$ cat config.mk
export PLATFORM = sky130hd
export DESIGN_NAME = pipe_hazard_ctrl_flat
export DESIGN_NICKNAME = d
export VERILOG_FILES = /design/src/rtl/pipe_hazard_ctrl_if.sv /design/src/rtl/pipe_hazard_ctrl.sv /design/src/flat_wrapper.sv
export SDC_FILE = /design/constraint.sdc
export NUM_CORES = 1
export LEC_CHECK = 0
export CAP_MARGIN = 20
export CORE_UTILIZATION = 35
export CTS_CLUSTER_SIZE = 20
export DETAILED_ROUTE_END_ITERATION = 10
export PLACE_DENSITY = 0.74
export SLEW_MARGIN = 20
export SYNTH_ARGS = -nofsm -noshare
export SYNTH_HDL_FRONTEND = slang
export SYNTH_SLANG_ARGS = --single-unit
$ cat constraint.sdc
create_clock -name clk -period 2.2 [get_ports clk]
set_input_delay 0.22 -clock clk [delete_from_list [all_inputs] [get_ports clk]]
set_output_delay 0.22 -clock clk [all_outputs]
set_load 0.005 [all_outputs]
$ cat src/rtl/pipe_hazard_ctrl_if.sv
// Handshake bundle between the pipeline hazard controller and its requesters / pipeline stages.
// The master side drives stall requests and redirects; the slave side (the controller) answers.
interface pipe_hazard_ctrl_if #(
  parameter int unsigned NSTAGE = 6,
  parameter int unsigned NREQ   = 2,
  parameter int unsigned CNTW   = 6
);
  logic [NREQ-1:0]   stallreq;
  logic              mc_start;
  logic [CNTW-1:0]   mc_len;
  logic              excp_req;
  logic [31:0]       excp_pc;
  logic [NSTAGE-1:0] stall;
  logic              flush;
  logic [31:0]       new_pc;
  logic              mc_busy;
  logic [31:0]       stall_cnt;

  modport master (
    output stallreq, mc_start, mc_len, excp_req, excp_pc,
    input  stall, flush, new_pc, mc_busy, stall_cnt
  );

  modport slave (
    input  stallreq, mc_start, mc_len, excp_req, excp_pc,
    output stall, flush, new_pc, mc_busy, stall_cnt
  );
endinterface

$ cat src/rtl/pipe_hazard_ctrl.sv
// Pipeline hazard controller: merges single-cycle stall requests and a fixed-latency multi-cycle
// engine into a per-stage stall mask, and turns exceptions into a one-cycle flush with redirect.
module pipe_hazard_ctrl #(
  parameter int unsigned            NSTAGE    = 6,
  parameter int unsigned            NREQ      = 2,
  parameter logic [4*NREQ-1:0]      DEPTH_VEC = {4'd3, 4'd2},
  parameter int unsigned            MC_DEPTH  = 3,
  parameter int unsigned            CNTW      = 6
) (
  input logic               clk,
  input logic               rst,
  pipe_hazard_ctrl_if.slave bus
);

  typedef enum logic [1:0] {StIdle, StMcBusy, StFlush} state_e;

  state_e            state_q;
  logic [CNTW-1:0]   cnt_q;
  logic              flush_q;
  logic              mc_busy_q;
  logic [31:0]       new_pc_q;
  logic [31:0]       stall_cnt_q;
  logic [NSTAGE-1:0] stall;
  logic              mc_start_ok;
  logic              mc_active;

  // Bits 0..d set; any depth past the last stage naturally saturates to all ones.
  function automatic logic [NSTAGE-1:0] depth_mask(input int unsigned d);
    logic [NSTAGE-1:0] m;
    m = '0;
    for (int unsigned k = 0; k < NSTAGE; k++) begin
      m[k] = (k <= d);
    end
    return m;
  endfunction

  // An exception in the same cycle cancels the start, so it never contributes a stall.
  assign mc_start_ok = (state_q == StIdle) && bus.mc_start && !bus.excp_req &&
                       (bus.mc_len != '0);
  assign mc_active   = (state_q == StMcBusy) || mc_start_ok;

  always_comb begin
    stall = '0;
    if (!rst && !flush_q) begin
      for (int i = 0; i < int'(NREQ); i++) begin
        if (bus.stallreq[i]) begin
          stall = stall | depth_mask({28'd0, DEPTH_VEC[4*i +: 4]});
        end
      end
      if (mc_active) begin
        stall = stall | depth_mask(MC_DEPTH);
      end
    end
  end

  always_ff @(posedge clk) begin
    if (rst) begin
      state_q     <= StIdle;
      cnt_q       <= '0;
      flush_q     <= 1'b0;
      mc_busy_q   <= 1'b0;
      new_pc_q    <= 32'd0;
      stall_cnt_q <= 32'd0;
    end else begin
      if (stall[0] && (stall_cnt_q != 32'hFFFF_FFFF)) begin
        stall_cnt_q <= stall_cnt_q + 32'd1;
      end

      if (bus.excp_req) begin
        state_q   <= StFlush;
        flush_q   <= 1'b1;
        new_pc_q  <= bus.excp_pc;
        cnt_q     <= '0;
        mc_busy_q <= 1'b0;
      end else begin
        unique case (state_q)
          StIdle: begin
            flush_q <= 1'b0;
            // Length 1 is covered entirely by the start-cycle stall; no busy phase.
            if (bus.mc_start && (bus.mc_len >= CNTW'(2))) begin
              cnt_q     <= bus.mc_len - CNTW'(1);
              state_q   <= StMcBusy;
              mc_busy_q <= 1'b1;
            end
          end
          StMcBusy: begin
            if (cnt_q <= CNTW'(1)) begin
              cnt_q     <= '0;
              state_q   <= StIdle;
              mc_busy_q <= 1'b0;
            end else begin
              cnt_q <= cnt_q - CNTW'(1);
            end
          end
          StFlush: begin
            state_q <= StIdle;
            flush_q <= 1'b0;
          end
          default: begin
            state_q   <= StIdle;
            flush_q   <= 1'b0;
            mc_busy_q <= 1'b0;
            cnt_q     <= '0;
          end
        endcase
      end
    end
  end

  assign bus.stall     = stall;
  assign bus.flush     = flush_q;
  assign bus.new_pc    = new_pc_q;
  assign bus.mc_busy   = mc_busy_q;
  assign bus.stall_cnt = stall_cnt_q;

endmodule

$ cat src/flat_wrapper.sv
// flat-port wrapper written by rule: the top's interface ports become plain ports
module pipe_hazard_ctrl_flat 
#(
  parameter int unsigned            NSTAGE    = 6,
  parameter int unsigned            NREQ      = 2,
  parameter logic [4*NREQ-1:0]      DEPTH_VEC = {4'd3, 4'd2},
  parameter int unsigned            MC_DEPTH  = 3,
  parameter int unsigned            CNTW      = 6
)
  (clk, rst, bus_stallreq, bus_mc_start, bus_mc_len, bus_excp_req, bus_excp_pc, bus_stall, bus_flush, bus_new_pc, bus_mc_busy, bus_stall_cnt);
  pipe_hazard_ctrl_if #(.NSTAGE(NSTAGE), .NREQ(NREQ), .CNTW(CNTW)) bus_i ();
  input logic clk;
  input logic rst;
  input wire logic [$bits(bus_i.stallreq)-1:0] bus_stallreq;
  input wire logic [$bits(bus_i.mc_start)-1:0] bus_mc_start;
  input wire logic [$bits(bus_i.mc_len)-1:0] bus_mc_len;
  input wire logic [$bits(bus_i.excp_req)-1:0] bus_excp_req;
  input wire logic [$bits(bus_i.excp_pc)-1:0] bus_excp_pc;
  output wire logic [$bits(bus_i.stall)-1:0] bus_stall;
  output wire logic [$bits(bus_i.flush)-1:0] bus_flush;
  output wire logic [$bits(bus_i.new_pc)-1:0] bus_new_pc;
  output wire logic [$bits(bus_i.mc_busy)-1:0] bus_mc_busy;
  output wire logic [$bits(bus_i.stall_cnt)-1:0] bus_stall_cnt;
  assign bus_i.stallreq = bus_stallreq;
  assign bus_i.mc_start = bus_mc_start;
  assign bus_i.mc_len = bus_mc_len;
  assign bus_i.excp_req = bus_excp_req;
  assign bus_i.excp_pc = bus_excp_pc;
  assign bus_stall = bus_i.stall;
  assign bus_flush = bus_i.flush;
  assign bus_new_pc = bus_i.new_pc;
  assign bus_mc_busy = bus_i.mc_busy;
  assign bus_stall_cnt = bus_i.stall_cnt;
  pipe_hazard_ctrl #(.NSTAGE(NSTAGE), .NREQ(NREQ), .DEPTH_VEC(DEPTH_VEC), .MC_DEPTH(MC_DEPTH), .CNTW(CNTW)) u_core (.clk(clk), .rst(rst), .bus(bus_i));
endmodule
After elaboration in Yosys (flattened, before gate mapping)
Cells that the tools add are included.
Widths: inputs -> output; s select.
{"block": "word_totals", "reg_bits": 74, "wordCells": 54, "output_inout_bits": 72}
{"block": "op_classes", "bitwise": 1, "reduce_logical": 17, "add_sub_neg": 3, "eq_ne": 8, "n_mux": 16, "n_lt_le_gt_ge": 2}
{"operator": "$add 32x1->32 const B", "n": 1}
{"operator": "$ne 32x32->1 const B", "n": 1}
{"operator": "$pmux 6 s3", "n": 1}
{"operator": "$mux 4", "n": 3}
{"operator": "$mux 6", "n": 2}
{"operator": "$sub 6x1->6 const B", "n": 2}
{"operator": "$ge 6x2->1 const B", "n": 1}
{"operator": "$le 6x1->1 const B", "n": 1}
{"operator": "$logic_and 1x1->1", "n": 6}
{"operator": "$mux 2", "n": 3}
{"operator": "$ne 2x2->1 const B", "n": 3}
{"operator": "$ne 3x3->1 const B", "n": 2}
{"operator": "$reduce_and 2->1", "n": 3}
{"operator": "$reduce_bool 6->1", "n": 1}
{"operator": "$mux 1", "n": 4}
{"operator": "$pmux 2 s2", "n": 1}
{"operator": "$logic_not 1->1", "n": 3}
{"operator": "$mux 3", "n": 1}
{"operator": "$pmux 1 s3", "n": 1}
{"operator": "$reduce_and 3->1", "n": 1}
{"operator": "$eq 2x1->1 const B", "n": 1}
{"operator": "$eq 2x2->1 const B", "n": 1}
{"operator": "$logic_not 2->1", "n": 1}
{"operator": "$reduce_or 2->1", "n": 1}
{"operator": "2 further kinds", "n": 2}

Longest topological paths before layout
Gate-level depths: netlist (run 1).
{"block": "depth", "ltp_word": 8, "depth_mapped": 9}

Least setup slack after synthesis (run 1)
OpenSTA, ideal clock, no wires.
{"block": "synth_timing", "kind": "input port to flip-flop", "startpoint": "input bus_excp_req", "endpoint": "register u_core.stall_cnt_q[7] (netlist: u_core.bus.stall_cnt[7])", "arrival_time_ns": 2.260, "path_slack_ns": -0.181, "path_buffers": 2, "setup_ns": 0.121, "path_stages": 7, "path_cell_list": "buf_2 > or4b_4 > a2111oi_4 > nor2_2 > buf_2 > nor4_1 > mux2_2"}
{"block": "synth_between", "elab_chain_len": 7}
{"item": "from (decl)", "line_no": "flat_wrapper.sv:17", "source": "input wire logic [$bits(bus_i.excp_req)-1:0] bus_excp_req;"}
{"item": "$logic_not 1->1", "line_no": "pipe_hazard_ctrl.sv:38", "source": "assign mc_start_ok = (state_q == StIdle) && bus.mc_start && !bus.excp_req &&"}
{"item": "$logic_and 1x1->1 (2 in series)", "line_no": "pipe_hazard_ctrl.sv:38"}
{"item": "$logic_or 1x1->1", "line_no": "pipe_hazard_ctrl.sv:40", "source": "assign mc_active = (state_q == StMcBusy) || mc_start_ok;"}
{"item": "$mux 4", "line_no": "pipe_hazard_ctrl.sv:50", "source": "if (mc_active) begin"}
{"item": "$mux 4", "line_no": "pipe_hazard_ctrl.sv:44", "source": "if (!rst && !flush_q) begin"}
{"item": "$logic_and 1x1->1", "line_no": "pipe_hazard_ctrl.sv:65", "source": "if (stall[0] && (stall_cnt_q != 32'hFFFF_FFFF)) begin"}
{"item": "to (signal assigned)", "line_no": "pipe_hazard_ctrl.sv:66", "source": "stall_cnt_q <= stall_cnt_q + 32'd1;"}
{"item": "to (decl)", "line_no": "pipe_hazard_ctrl.sv:22", "source": "logic [31:0] stall_cnt_q;"}
No other way between the ends.
A chain may end at the register's enable or synchronous reset.

Worst setup path in the final report (run 1)
{"block": "layout_timing", "startpoint": "register u_core.state_q[1]", "endpoint": "register u_core.stall_cnt_q[26] (netlist: u_core.bus.stall_cnt[26])"}
{"block": "layout_between", "elab_chain_len": 8}
{"item": "from (decl)", "line_no": "pipe_hazard_ctrl.sv:17", "source": "state_e state_q;"}
{"item": "from (signal assigned)", "line_no": "pipe_hazard_ctrl.sv:58", "source": "state_q <= StIdle;"}
{"item": "from (signal assigned)", "line_no": "pipe_hazard_ctrl.sv:70", "source": "state_q <= StFlush;"}
{"item": "from (signal assigned)", "line_no": "pipe_hazard_ctrl.sv:82", "source": "state_q <= StMcBusy;"}
{"item": "$logic_not 2->1", "line_no": "pipe_hazard_ctrl.sv:38"}
{"item": "$logic_and 1x1->1 (3 in series)", "line_no": "pipe_hazard_ctrl.sv:38"}
{"item": "$logic_or 1x1->1 (*)", "line_no": "pipe_hazard_ctrl.sv:40"}
{"item": "$mux 4 (*)", "line_no": "pipe_hazard_ctrl.sv:50"}
{"item": "$mux 4 (*)", "line_no": "pipe_hazard_ctrl.sv:44"}
{"item": "$logic_and 1x1->1 (*)", "line_no": "pipe_hazard_ctrl.sv:65"}
Mark *: on every way between the ends. The rest lies on a longest branch, timed or not.

==> results of run 1 <==
==> cells in the mapped netlist (all sizes together), types with 3 or more instances <==
cell type,n,area (sq um)
nand3,12,60.1
o21ai,7,35.0
nor2b,3,18.8
ha,6,75.1
nor2,52,198
or2,4,25.0
nor3,4,20.0
dfxtp,74,1480
buf,15,73.8
o31a,3,26.3
a22oi,4,30.0
nand2,20,75.1
o22ai,3,18.8
xnor2,5,43.8
mux2i,34,340
a21oi,32,160
nand4,10,62.6
nor4,7,43.8
o31ai,24,180
or3,7,43.8
or4,22,165
o311ai,3,26.3
inv,12,45.0
clkbuf,11,41.3
==> worst min-delay path by stage <==
stage | to | slack [ps]
global route | u_core.bus.new_pc[10] | 480
CTS | u_core.bus.new_pc[5] | 470
detailed placement | u_core.bus.mc_busy | 470
finish | u_core.bus.new_pc[5] | 480
global placement | u_core.bus.mc_busy | 460
floorplan | u_core.bus.new_pc[0] | 370
==> critical path, cell delays in order (launching register included) <==
cell and delay, ps:
dfxtp_2 320, or4b_4 540, a2111oi_4 200, buf_4 190, buf_6 130, o2111ai_4 150
or4_1 500, a21oi_1 140
==> power breakdown <==
group          internal (mW)  switching, mW
clock                  0.534          0.550
combinational          0.266          0.182
sequential              1.38         0.0297
==> what timing repair did <==
item | 4_1_cts | 5_1_grt
gates resized for setup | 39 | 14
pin swaps | 27 | 15
gates cloned | 1 | 0
buffers inserted | 5 | 3
endpoints found under the hold margin | 0 | 0
endpoints found under the setup margin | 33 | 29
==> metal layers <==
layer | vias to the layer above | share of wire | wire length [um] | GRT usage
met5 | - | 0.0013 | 13 | 0
met4 | 2 | 0.011 | 110 | 0.0571
met3 | 14 | 0.065 | 638 | 0.0670
met2 | 104 | 0.50 | 4880 | 0.329
met1 | 1700 | 0.43 | 4180 | 0.218
li1 | 1788 | - | - | -
==> area by class of cell <==
| class | count | area (sq um) | share of cell area |
|---|---|---|---|
| timing repair buffer | 168 | 1580 | 0.286 |
| tap | 133 | 166 | 0.0301 |
| clock inverter | 7 | 77.6 | 0.0140 |
| clock buffer | 9 | 124 | 0.0224 |
| inverter | 12 | 45.0 | 0.00815 |
| multi-input combinational | 288 | 2050 | 0.371 |
| sequential | 74 | 1490 | 0.269 |
==> state kept, by name, summed over array words and instances (netlist names) <==
register,count
u_core.bus.flush,1
u_core.bus.mc_busy,1
u_core.bus.new_pc,32
u_core.bus.stall_cnt,32
u_core.cnt_q,6
u_core.state_q,2
==> cell families after synthesis <==
family	Yosys count
buffers and inverters	38
AOI/OAI and AO/OA	87
and+or+nand+nor	152
muxes	36
adders and majority gates	6
other	1
DFF	74
xor gates and xnor gates	5
==> results.yml, run 1 <==
timing:
  hold_slack_ps: 481
  rsz0062_at_grt: "yes"
  tightest_slew_ps: 701
  report.final.slew_viol_count: 0
  clock_skew_ps: 11.3
  setup_ws_ps: -56.7
  setup_tns_ps: -301
  finalHoldViolCount: 0
  layout_min_cycle_time_ps: 2260
  finalCritPeriodShare: 1.03
  max-slew-margin-rel: 0.532
  max_freq_ghz: 0.443
  finalSetupViolations: 11
clocking:
  clockBufferDepth: 2
  cts_hold_buf: 0
  tritoncts: "yes"
  cts_sinks: 74
  root_buffer: "clkbuf_8"
  clk_latency_ps: 350
  cts_made_buffers: 9
  clk_pin_slew_ps: 80
  cts_htree_levels: 3
setup_path:
  start_kind: "flop"
  reg2reg_from: "u_core.state_q[1]"
  rr_worst_depth: 7
  critical_path_class: "flop to flop"
  reg2reg_slack_ps: -60
  critPathRequiredTime_ps: 2470
  startpoint: "u_core.state_q[1]"
  cp-end-kind: "flop"
  critical_path_arrival_ps: 2520
  endpoint: "u_core.bus.stall_cnt[26]"
  rr_endpoint: "u_core.bus.stall_cnt[26]"
  worstPathMaxFanout: 5
placement:
  gp_congestion: 0.814
  dp_slack_ps: -495
  hpwlAfterDp_um: 6850
  io_buffers: 113
  placed_area_sq_mm: 0.00507
  place_inst: 666
die:
  floorplan.initialDensity: 0.360
  die_area_sq_mm: 0.0105
  die_y_um: 102
  pin_count: 116
  die_w_um: 102
  core_area_sq_mm: 0.00977
  num_rows: 36
drt:
  num_vias: 3608
  drt-total-wl_um: 9830
  drc: 0
  viasPerCell: 5.22
  first_iter_violations: 149
  wire_per_inst_um: 14.2
  firstDrtPassIters: 4
  ant_nets: 0
logic_synthesis:
  synth_compound_area_frac: 0.168
  synth.area.mux_share: 0.103
  syn_inst: 399
  async_reset_ff_frac: 0
  yosys.area_share.simple: 0.228
  netlist_area_sq_mm: 0.00352
  ys_ff_latch: 74
  synth_edf_count: 0
  seq_area_frac_synth: 0.421
  synthAdderAreaFrac: 0.0213
  yosysWarnings: 0
  synth_xor_area_frac: 0.0124
  dominantRegCellSynth: "dfxtp_1"
  synth_cell_types: 45
  syn_area_per_cell_sq_um: 8.82
  synth_top_family_by_area: "simple AND/OR/NAND/NOR gates"
finish:
  drive_gt1_frac: 0.195
  diodes: 0
  final_area_sq_mm: 0.00553
  layout_common_cells: "clkdlybuf4s50_1 (108), dfxtp_1 (71), nor2_1 (50), buf_4 (44), mux2i_1 (34)"
  final_common_cell: "clkdlybuf4s50_1"
  layout.cells.non_filler: 691
  nFillCells: 883
  fin_nets: 603
  area_growth_pct: 57.0
  utilization: 0.566
pwr:
  p_leak_nw: 2.02
  total_power_mw: 2.95
  pwr_density_cell_mw_per_mm2: 533
  ir_drop_mv: 0.317
run:
  cap_violations: 0
outcome:
  failed_checks: "negative setup slack"
  status: "complete, but fails checks"
grt:
  antenna_found_initial: 1
  first_global_vias: 3412
  overflow: 0
  grt_pass1_wl_um: 15800
  grt_usage: 0.189
  grt_max_degree: 65
hold_path:
  worstHoldStart: "bus_excp_pc[5]"
  hold-path-cell-count: 3
  hp-class: "input port to flop"
No activity file was read; power rests on OpenSTA's default activity.
==> run 2, diff against run 1 <==
--- a/config.mk
+++ b/config.mk
@@ -10,7 +10,6 @@
 export CTS_CLUSTER_SIZE = 20
 export DETAILED_ROUTE_END_ITERATION = 10
 export PLACE_DENSITY = 0.74
-export SLEW_MARGIN = 20
 export SYNTH_ARGS = -nofsm -noshare
 export SYNTH_HDL_FRONTEND = slang
 export SYNTH_SLANG_ARGS = --single-unit
==> results of run 2 <==
No change in the layout: final DEF, timing and power equal those of run 1.
